File: config.mk
export PLATFORM = sky130hd
export DESIGN_NAME = hazard_ctrl
export DESIGN_NICKNAME = d
export VERILOG_FILES = /design/src/rtl/hazard_ctrl.sv
export SDC_FILE = /design/constraint.sdc
export NUM_CORES = 1
export LEC_CHECK = 0
export CAP_MARGIN = 15
export CORE_MARGIN = 4
export CORE_UTILIZATION = 42
export DETAILED_ROUTE_END_ITERATION = 10
export PLACE_DENSITY = 0.88
export REMOVE_ABC_BUFFERS = 1
export SLEW_MARGIN = 30
export SYNTH_ARGS = -nofsm -noshare
export SYNTH_HDL_FRONTEND = slang
export SYNTH_SLANG_ARGS = --single-unit
export TNS_END_PERCENT = 20
File: constraint.sdc
create_clock -name clk -period 2.1 [get_ports clk]
set_input_delay 0.42 -clock clk [delete_from_list [all_inputs] [get_ports clk]]
set_output_delay 0.42 -clock clk [all_outputs]
set_load 0.03 [all_outputs]
File: src/rtl/hazard_ctrl.sv
// hazard_ctrl: ID-stage hazard controller for the 5-stage MIPS core
//   Detects load-use and MDU-busy hazards and stalls for them over several cycles.
//   Flushes IF/ID on redirects resolved in ID.
// Ports:
//   clk, rst                   clock (rising edge), synchronous active-high reset
//   ID_rs, ID_rt               source registers of the ID instruction
//   ID_use_rs, ID_use_rt       ID instruction actually reads rs / rt
//   EX_rt, EX_MemRead          destination register of the EX instruction, EX is a load
//   ID_PCSrc                   next-PC select resolved in ID
//   ID_MDU_start, ID_MDU_read  ID holds mult/div, ID holds mfhi/mflo
//   PC_unchanged, IF_ID_hold   hold PC, hold IF/ID
//   IF_ID_flush, ID_EX_flush   bubble into IF/ID, bubble into ID/EX
//   MDU_busy                   HI/LO not yet valid
module hazard_ctrl #(
    parameter int REG_W = 5,
    parameter int PCSRC_W = 3,
    parameter logic [PCSRC_W-1:0] NPC_PLUS4 = '0,
    parameter int LOAD_LAT = 1,
    parameter int MDU_LAT = 4,
    parameter int FLUSH_DEPTH = 1
) (
    input  logic               clk,
    input  logic               rst,
    input  logic [REG_W-1:0]   ID_rs,
    input  logic [REG_W-1:0]   ID_rt,
    input  logic               ID_use_rs,
    input  logic               ID_use_rt,
    input  logic [REG_W-1:0]   EX_rt,
    input  logic               EX_MemRead,
    input  logic [PCSRC_W-1:0] ID_PCSrc,
    input  logic               ID_MDU_start,
    input  logic               ID_MDU_read,
    output logic               PC_unchanged,
    output logic               IF_ID_hold,
    output logic               IF_ID_flush,
    output logic               ID_EX_flush,
    output logic               MDU_busy
);
    typedef enum logic {IDLE, LSTALL} state_t;
    localparam logic [2:0] LD_INIT = 3'(LOAD_LAT - 1);
    // The start cycle itself counts toward the latency, so HI/LO is readable
    // MDU_LAT cycles after the start and the busy window is one shorter.
    localparam logic [4:0] MDU_INIT = 5'(MDU_LAT - 1);
    localparam logic [1:0] FL_INIT = 2'(FLUSH_DEPTH - 1);
    state_t     state;
    logic [2:0] ld_cnt;
    logic [4:0] mdu_cnt;
    logic [1:0] fl_cnt;
    logic       rst_q;
    logic       quiet;
    logic       ld_hit;
    logic       busy;
    logic       stall;
    logic       redirect;
    logic       flushing;
    // Outputs stay low during reset and the cycle after it; inputs seen then are ignored.
    assign quiet = rst || rst_q;
    assign ld_hit = EX_MemRead && EX_rt != '0 &&
                    ((ID_use_rs && ID_rs == EX_rt) || (ID_use_rt && ID_rt == EX_rt));
    assign busy = mdu_cnt != '0;
    assign stall = !quiet && (state == LSTALL || ld_hit ||
                              (busy && (ID_MDU_read || ID_MDU_start)));
    // A redirect under stall is not taken; the branch stays in ID and retries.
    assign redirect = !quiet && ID_PCSrc != NPC_PLUS4 && !stall;
    assign flushing = fl_cnt != '0;
    assign PC_unchanged = stall;
    assign ID_EX_flush = stall;
    // An outstanding flush wins over hold so IF/ID never gets both.
    assign IF_ID_hold = stall && !flushing;
    assign IF_ID_flush = !quiet && (redirect || flushing);
    assign MDU_busy = !quiet && busy;
    always_ff @(posedge clk) begin
        if (rst) begin
            state <= IDLE;
            ld_cnt <= '0;
            mdu_cnt <= '0;
            fl_cnt <= '0;
            rst_q <= 1'b1;
        end else begin
            rst_q <= 1'b0;
            if (state == LSTALL) begin
                ld_cnt <= ld_cnt - 3'd1;
                state <= ld_cnt == 3'd1 ? IDLE : LSTALL;
            end else if (!quiet && ld_hit && LOAD_LAT > 1) begin
                state <= LSTALL;
                ld_cnt <= LD_INIT;
            end
            mdu_cnt <= (!quiet && ID_MDU_start && !stall) ? MDU_INIT :
                       busy ? mdu_cnt - 5'd1 : mdu_cnt;
            fl_cnt <= redirect ? FL_INIT : flushing ? fl_cnt - 2'd1 : fl_cnt;
        end
    end
endmodule
==> results of run 1 <==
metrics by stage:
step	area, um^2	util
after floorplan	742	-
after CTS	1150	0.673
after global placement	1080	0.633
after global routing	1140	0.667
final	1140	0.667
after detailed placement	1080	0.633
final cells by class:
type | count | area (um^2)
timing repair buffer | 37 | 305
fill | 142 | 568
inverter | 7 | 26.3
multi-input combinational | 66 | 499
clock buffer | 4 | 36.3
tap | 25 | 31.3
sequential | 12 | 241
placed cells by master (no fill, tap or decap), drive strengths merged, types with 5 or more instances in the layout:
cell,count
buf,13
clkbuf,8
clkdlybuf4s50,9
dfxtp,12
dlygate4sd2,10
ha,5
inv,7
nand2,7
nor2,11
nor3,6
xnor2,14
Yosys cell counts:
cell type,instances
xor2_1,2
buf_4,1
clkbuf_1,2
a311oi_1,2
nor4b_4,1
dfxtp_1,12
nor2_2,1
nor3b_1,1
xnor2_1,14
a311oi_2,1
a21oi_1,3
a211oi_1,1
nand2_1,7
nor3_1,6
nor2b_1,1
nand3_1,1
nor2_1,10
inv_1,7
nand4_1,2
ha_1,5
o22ai_1,1
and3_1,1
or3_1,2
o32ai_1,3
nand4bb_1,1
cells by family (layout without fill, tap and decap cells):
group | count (synthesis) | count (layout) | synth area share
xor+xnor | 16 | 16 | 0.185
flops | 12 | 12 | 0.317
fa+ha+maj | 5 | 5 | 0.0826
compound gates | 11 | 11 | 0.116
buf+inv | 10 | 48 | 0.0546
simple gates | 34 | 34 | 0.245
state kept, by name, summed over array words and instances (netlist names):
register and cells:
fl_cnt 2, ld_cnt 3, mdu_cnt 5, rst_q 1, state 1
worst max-delay path: stages, from the launching register on:
cell and delay (ns):
dfxtp_1 0.33, inv_2 0.08, ha_4 0.12, nor4b_4 0.23, nor2_2 0.08, a311oi_2 0.34, nor3_2 0.09, buf_4 0.18
metal layers:
metal	GRT usage	wire length, um	up-vias
met3	0.0564	168	4
met1	0.143	648	342
met4	0.0762	36	0
met2	0.283	923	37
met5	0	0	-
li1	-	-	381
what timing repair did:
action | 4_1_cts | 5_1_grt
resized for setup | 24 | 7
setup endpoints to repair | 4 | 4
pin swaps | 18 | 8
setup buffers | 3 | 1
path summary, 6_finish.rpt:
check,from,end,slack [ns]
max,mdu_cnt[0]$_SDFFE_PP0P_,ID_EX_flush,-0.04
min,ld_cnt[1]$_SDFFE_PP0P_,ld_cnt[1]$_SDFFE_PP0P_,0.48
max reg2reg,mdu_cnt[0]$_SDFFE_PP0P_,mdu_cnt[1]$_SDFFE_PP0P_,0.53
min reg2reg,ld_cnt[1]$_SDFFE_PP0P_,ld_cnt[1]$_SDFFE_PP0P_,0.48
power breakdown:
| group | leakage [nW] | internal [mW] | total [mW] | switching (mW) |
|---|---|---|---|---|
| registers | 0.0986 | 0.294 | 0.356 | 0.0625 |
| logic | 0.335 | 0.390 | 0.741 | 0.351 |
| clock network | 0.0210 | 0.105 | 0.180 | 0.0746 |
| total | 0.455 | 0.789 | 1.28 | 0.488 |
==> results.ini, run 1 <==
[hold_path]
hold_class=reg -> reg
hold_depth=2

[status]
violations=setup timing
status=finished with violations

[clock_network]
clk_latency_ns=0.27
clock_sinks=12
clk_root_buffer_cell=clkbuf_4
cts_buffers=3
post_cts_hold_buffers=0
cts-root-to-sink-buffers=2
tritoncts=done
path_clk_slew_ns=0.08
h-tree-depth=1

[route]
wl_um=1780
drtIter0Drc=10
drt.antenna.violating_nets=0
drt_first_pass_iters=6
drcViolationCount=0
route.vias.total=764
routed_wire_length_per_instance_um=11.8
routed_via_density=5.06

[timing]
min_period_over_period=1.02
finalCriticalPeriod_ns=2.14
worst-slew-pin-transition_ns=0.329
final-max-slew-violation-count=0
max-slew-margin-rel=0.780
timing.final.setup_violations=3
totalNegativeSetupSlack_ns=-0.0849
timing.fmax_mhz=468
report.final.hold_viol_count=0
fin_worst_hold_slack_ns=0.479
fin_skew_ns=0.00763
setup_repair_after_global_routing_missed_its_margin=yes
setup_ws_ns=-0.0366

[floorplan]
die_area_um2=2550
die_height_um=50.5
core_area_um2=1710
io_pins=30
floorplan.initialDensity=0.443
row_count=15
dieWidth_um=50.5

[synth]
postSynthCellCount=88
synth_warnings=0
synth_cell_types=25
synth_top_cell_by_area=dfxtp_1
synth_seq_cells=12
yosys-top-cells-area=dfxtp_1, xnor2_1, ha_1
post_synth_instance_area_um2=757
avgSynthCellArea_um2=8.60
post-synth-top-area-fraction=0.317
fraction_of_the_yosys_area_taken_by_sequential_cells=0.317

[critical_path]
setup.worst_path.class=reg -> out
kind_of_launch_point_of_the_worst_setup_path=flop
crit_path_end_kind=output pin
timing.critical_path.arrival_ns=1.72
r2r.worst_path.cells=7
worstPathMaxFanout=3
worst_ep_required_time_ns=1.68

[place]
placed_cells_incl_taps=143
hpwl_um=1440
place_ws_ns=-0.377
gpl.final_weighted_congestion=0.744
place.port_buffers=29

[final_layout]
fin_nets=157
finalNonFillerCells=151
antennaDiodeCount=0
share_of_post_route_cells_with_drive_strength_above_1=0.238
flow.area_growth_from_synthesis_pct=50.6

[global_route]
grt_first_pass_wirelength_um=2940
gr-usage-all-layers=0.152
grt_start_max_net_pins=12
grt_remaining_overflow=0
initial_antenna_violation_count=0
first_global_vias=750

[power_and_ir_drop]
power.ir.vdd_worst_mv=0.566
fin_total_pwr_mw=1.28
power.density_nw_per_um2=1120
power.leakage_nw=0.455

[run]
maxCapViolations=0

(Power assumes the default switching activity.)
==> run 2: changes to the inputs <==
--- a/config.mk
+++ b/config.mk
@@ -6,7 +6,6 @@
 export NUM_CORES = 1
 export LEC_CHECK = 0
 export CAP_MARGIN = 15
-export CORE_MARGIN = 4
 export CORE_UTILIZATION = 42
 export DETAILED_ROUTE_END_ITERATION = 10
 export PLACE_DENSITY = 0.88
==> run 2 against run 1 <==
The flow still finishes with violations (setup timing). Worst hold slack improved by 0.013 ns. Total power rose by 11%. Clock power increased by 6%. Die area fell by 22%. Combinational power rose by 18%. Largest power group unchanged. Sequential power shrank 1%. Critical path depth rose by 1.
==> results.ini, run 2 (synthesized netlist as in run 1, its figures left out) <==
[power_and_ir_drop]
power.ir.vdd_worst_mv=0.523  ; -7.6%
clock_power_share=0.135  ; -0.006
internal-power_uw=871  ; +10%
p_sw_uw=543  ; +11%
fin_total_pwr_mw=1.41  ; +11%
switching_share=0.384  ; +0.00202
power.leakage_nw=0.523  ; +15%
power.density_nw_per_um2=1120  ; -0.12%
p_comb_frac=0.617  ; +0.037
share_seq_of_total_power=0.248  ; -0.031

[route]
drcViolationCount=0  ; unchanged
routed_via_density=5.03  ; -0.57%
drtIter0Drc=20  ; +10
routed_wire_length_per_instance_um=13.1  ; +12%
drt.antenna.violating_nets=0  ; unchanged
route.vias.total=815  ; +6.7%
drt_first_pass_iters=4  ; -2
wl_um=2130  ; +20%

[clock_network]
clk_latency_ns=0.28  ; about the same
cts_buffers=3  ; unchanged
h-tree-depth=1  ; unchanged
clock_sinks=12  ; unchanged
cts-root-to-sink-buffers=2  ; unchanged
clk_root_buffer_cell=clkbuf_4
path_clk_slew_ns=0.08  ; about the same
tritoncts=done

[floorplan]
die_area_um2=1980  ; -22%
core_area_um2=1590  ; -6.7%
io_pins=30  ; unchanged
dieWidth_um=44.5  ; -12%
die_height_um=44.5  ; -12%
row_count=14  ; -1
floorplan.initialDensity=0.475  ; +0.0317

[global_route]
grt_start_max_net_pins=14  ; +2
grt_first_pass_wirelength_um=3460  ; +18%
grt_remaining_overflow=0  ; unchanged
first_global_vias=850  ; +13%
initial_antenna_violation_count=0  ; unchanged
gr-usage-all-layers=0.244  ; +0.0922

[status]
status=finished with violations
violations=setup timing

[final_layout]
largest_register=mdu_cnt
final_core_util=0.793  ; +0.125
flow.area_growth_from_synthesis_pct=66.9
antennaDiodeCount=0  ; unchanged
commonest_cells_after_routing_fill_and_taps_aside=buf_4, xnor2_1, dlygate4sd2_1
mostFrequentLayoutCell=buf_4
finalNonFillerCells=162  ; +7.3%
reg.largest.list=mdu_cnt (5), ld_cnt (3), fl_cnt (2)
filler_cell_count=114  ; -20%
share_of_post_route_cells_with_drive_strength_above_1=0.290  ; +0.0518
fin_nets=169  ; +7.6%
largest_reg_flops=5  ; unchanged

[timing]
worst-slew-pin-transition_ns=0.285  ; -0.0435 ns
timing.fmax_mhz=446  ; -4.8%
fin_skew_ns=0.00277  ; -0.00486 ns
fin_worst_hold_slack_ns=0.492  ; +0.0133 ns
timing.final.setup_violations=4  ; +1
report.final.hold_viol_count=0  ; unchanged
setup_ws_ns=-0.143  ; -0.107 ns
setup_repair_after_global_routing_missed_its_margin=yes
final-max-slew-violation-count=0  ; unchanged
max-slew-margin-rel=0.809  ; +0.0285
totalNegativeSetupSlack_ns=-0.429  ; -0.344 ns
min_period_over_period=1.07  ; +0.0508
finalCriticalPeriod_ns=2.24  ; +0.107 ns

[hold_path]
hold_class=reg -> reg
hold_depth=2  ; unchanged

[place]
placed_cells_incl_taps=156  ; +9.1%
gpl.final_weighted_congestion=0.824  ; +11%
place.port_buffers=29  ; unchanged
hpwl_um=1550  ; +8.2%

[critical_path]
worstPathMaxFanout=3  ; unchanged
setup.worst_path.class=reg -> out
kind_of_launch_point_of_the_worst_setup_path=flop
worst_ep_required_time_ns=1.68  ; about the same
crit_path_end_kind=output pin
timing.critical_path.arrival_ns=1.82  ; +0.10 ns
r2r.worst_path.cells=9  ; +2

[run]
maxCapViolations=0  ; unchanged

==> run 2: timing repair <==
action / 4_1_cts / 5_1_grt
gates resized for setup: 28 / 3
setup buffers: 2 / 0
setup endpoints to repair: 4 / 4
pin swaps: 14 / 1
hold buffers: 0 / 0
==> run 2: metal layers <==
metal	up-vias	routed length [um]	global-route usage	share of wire
li1	402	-	-	-
met1	379	804	0.238	0.38
met2	29	1200	0.474	0.56
met3	5	81	0.0490	0.038
met4	0	43	0.127	0.020
met5	-	0	0	0
==> run 2: area by class of cell <==
cell class / instances / area (um^2) / share of cell area
Timing Repair Buffer: 49 / 410 / 0.325
Clock buffer: 4 / 36.3 / 0.0287
Sequential cell: 12 / 243 / 0.192
Inverter: 7 / 26.3 / 0.0208
Multi-Input combinational cell: 66 / 518 / 0.410
Tap cell: 24 / 30.0 / 0.0238
==> run 2: per-stage QoR <==
step | worst slack [ns] | cell area, um^2
floorplan | -0.592 | 742
global placement | -0.611 | 1190
detailed placement | -0.642 | 1190
CTS | -0.110 | 1250
global route | -0.209 | 1260
finish | -0.143 | 1260
==> run 2: power by group through the flow <==
stage	clock network [mW]	logic (mW)	registers, mW
after floorplan	0	0.453	0.347
after global placement	0	0.760	0.343
after detailed placement	0	0.791	0.346
after CTS	0.189	0.847	0.346
after global routing	0.200	0.951	0.356
final	0.190	0.873	0.351
==> run 2: worst max-delay path, stage by stage, from the launching register on <==
cell and delay (ns):
dfxtp_2 0.33, inv_2 0.07, ha_4 0.13, nor4b_4 0.26
nor2_2 0.08, buf_4 0.15, a311oi_4 0.26, nor3_2 0.09
buf_4 0.18
==> run 2: worst paths after layout <==
| check | start | end | slack (ns) |
|---|---|---|---|
| setup / recovery | mdu_cnt[1]$_SDFFE_PP0P_ | PC_unchanged | -0.14 |
| hold / removal | ld_cnt[1]$_SDFFE_PP0P_ | ld_cnt[1]$_SDFFE_PP0P_ | 0.49 |
| setup reg to reg | mdu_cnt[1]$_SDFFE_PP0P_ | fl_cnt[1]$_SDFFE_PP0P_ | 0.38 |
| hold reg to reg | ld_cnt[1]$_SDFFE_PP0P_ | ld_cnt[1]$_SDFFE_PP0P_ | 0.49 |
==> run 3: changes to the inputs <==
--- a/config.mk
+++ b/config.mk
@@ -14,4 +14,3 @@
 export SYNTH_ARGS = -nofsm -noshare
 export SYNTH_HDL_FRONTEND = slang
 export SYNTH_SLANG_ARGS = --single-unit
-export TNS_END_PERCENT = 20
==> run 3 against run 2 <==
The run still ends with setup timing left. Sequential share of layout area shrank 0.23 points. Fmax grew 0.34%. Final area grew 1.2%. Via count is the same. Non-clock buffer count grew 1. Clock-buffer cell count is the same. Sequential power is essentially flat. Flip-flop and latch count is the same. Clock power is essentially flat. Final cell count grew 0.62%. Critical endpoint unchanged. Largest cell class unchanged.
==> results.ini, run 3 (synthesized netlist as in run 1, its figures left out) <==
[route]
routed_via_density=5.00  ; -0.61%
routed_wire_length_per_instance_um=13.4  ; +2.1%
drtIter0Drc=12  ; -40%
drt.antenna.violating_nets=0  ; unchanged
route.vias.total=815  ; unchanged
wl_um=2180  ; +2.7%
drcViolationCount=0  ; unchanged
drt_first_pass_iters=5  ; +1

[global_route]
grt_first_pass_wirelength_um=3460  ; unchanged
grt_remaining_overflow=0  ; unchanged
initial_antenna_violation_count=0  ; unchanged
first_global_vias=850  ; unchanged
grt_start_max_net_pins=14  ; unchanged
gr-usage-all-layers=0.244  ; unchanged

[final_layout]
filler_cell_count=110  ; -3.5%
fin_nets=170  ; +0.59%
reg.largest.list=mdu_cnt (5), ld_cnt (3), fl_cnt (2)
share_of_post_route_cells_with_drive_strength_above_1=0.302  ; +0.0123
commonest_cells_after_routing_fill_and_taps_aside=buf_4, xnor2_1, dlygate4sd2_1
mostFrequentLayoutCell=buf_4
postLayoutCellArea_um2=1280  ; +1.2%
antennaDiodeCount=0  ; unchanged
largest_reg_flops=5  ; unchanged
flow.area_growth_from_synthesis_pct=68.9
largest_register=mdu_cnt

[critical_path]
rr_startpoint=mdu_cnt[1]$_SDFFE_PP0P_
r2r-end=fl_cnt[1]$_SDFFE_PP0P_
setup.worst_path.class=reg -> out
regToRegSetupSlack_ns=0.30  ; -0.08 ns
crit_path_end_kind=output pin
worstPathMaxFanout=3  ; unchanged
timing.critical_path.arrival_ns=1.82  ; about the same
worst_ep_required_time_ns=1.68  ; about the same
kind_of_launch_point_of_the_worst_setup_path=flop
r2r.worst_path.cells=10  ; +1

[floorplan]
dieWidth_um=44.5  ; unchanged
io_pins=30  ; unchanged
die_area_um2=1980  ; unchanged
core_area_um2=1590  ; unchanged
die_height_um=44.5  ; unchanged
row_count=14  ; unchanged
floorplan.initialDensity=0.475  ; unchanged

[timing]
finalCriticalPeriod_ns=2.24  ; -0.00770 ns
setup_ws_ns=-0.136  ; +0.00770 ns
worst-slew-pin-transition_ns=0.282  ; -0.00286 ns
setup_repair_after_global_routing_missed_its_margin=yes
fin_worst_hold_slack_ns=0.493  ; +0.000336 ns
fin_skew_ns=0.00431  ; +0.00154 ns
report.final.hold_viol_count=0  ; unchanged
final-max-slew-violation-count=0  ; unchanged
timing.fmax_mhz=447  ; +0.34%
min_period_over_period=1.06  ; -0.00367
max-slew-margin-rel=0.811  ; +0.00191
timing.final.setup_violations=4  ; unchanged
totalNegativeSetupSlack_ns=-0.371  ; +0.0580 ns

[clock_network]
clk_root_buffer_cell=clkbuf_4
cts-root-to-sink-buffers=2  ; unchanged
cts_buffers=3  ; unchanged
clock_sinks=12  ; unchanged
tritoncts=done
post_cts_hold_buffers=0  ; unchanged
path_clk_slew_ns=0.08  ; about the same
clk_latency_ns=0.28  ; about the same
h-tree-depth=1  ; unchanged

[place]
placed_cell_area_um2=1190  ; unchanged
hpwl_um=1550  ; unchanged
place_ws_ns=-0.642  ; unchanged
gpl.final_weighted_congestion=0.824  ; unchanged
place.port_buffers=29  ; unchanged

[power_and_ir_drop]
fin_total_pwr_mw=1.43  ; +1.4%
power.ir.vdd_worst_mv=0.525  ; +0.37%
power.density_nw_per_um2=1120  ; +0.17%
power.leakage_nw=0.535  ; +2.3%

[status]
status=finished with violations
violations=setup timing

[run]
maxCapViolations=0  ; unchanged

[hold_path]
min_from=ld_cnt[1]$_SDFFE_PP0P_
whs_endpoint=ld_cnt[1]$_SDFFE_PP0P_
hold_class=reg -> reg
hold_depth=2  ; unchanged

run 3: metal layers:
| metal | up-vias | part of all wire | track usage |
|---|---|---|---|
| met5 | - | 0 | 0 |
| met4 | 0 | 0.0078 | 0.127 |
| met3 | 2 | 0.029 | 0.0490 |
| met2 | 27 | 0.57 | 0.474 |
| met1 | 381 | 0.39 | 0.238 |
| li1 | 405 | - | - |
run 3: what timing repair did:
action | in CTS | in global routing
buffers inserted | 2 | 1
pin swaps | 14 | 4
resized for setup | 28 | 5
endpoints found under the setup margin | 4 | 4
run 3: layout make-up:
cell class              instances  area, um^2  share of cell area
clock buffers                   4        36.3              0.0284
flip-flops and latches         12         243               0.190
multi-input cells              66         523               0.409
inverters                       7        26.3              0.0205
repair buffers                 50         420               0.329
well taps                      24        30.0              0.0235
run 3: power breakdown:
part	switching (mW)	leakage, nW	internal (mW)
Sequential	0.0550	0.0988	0.296
Combinational	0.409	0.415	0.485
Clock	0.0827	0.0210	0.105
Total	0.547	0.535	0.887
run 3: critical path, stage by stage, from the launching register on:
cell and delay (ns):
dfxtp_2 0.33, inv_2 0.07, ha_4 0.13, nor4b_4 0.25, nor2_2 0.08, buf_4 0.15, a311oi_4 0.25, nor3_2 0.10
buf_4 0.18
run 3: worst max path at each step:
stage	from	end	cells after the start
2_1_floorplan	EX_rt[1]	ID_EX_flush	5
3_3_place_gp	EX_rt[1]	IF_ID_flush	7
3_5_place_dp	EX_rt[1]	IF_ID_flush	7
4_1_cts	mdu_cnt[1]$_SDFFE_PP0P_	PC_unchanged	8
5_1_grt	mdu_cnt[1]$_SDFFE_PP0P_	PC_unchanged	8
6_report	mdu_cnt[1]$_SDFFE_PP0P_	PC_unchanged	8
run 3: stage by stage:
stage          instances  utilization
2_1_floorplan         85            -
3_5_place_dp         156        0.745
5_1_grt              163        0.802
4_1_cts              162        0.786
6_report             163        0.802
3_3_place_gp         156        0.745
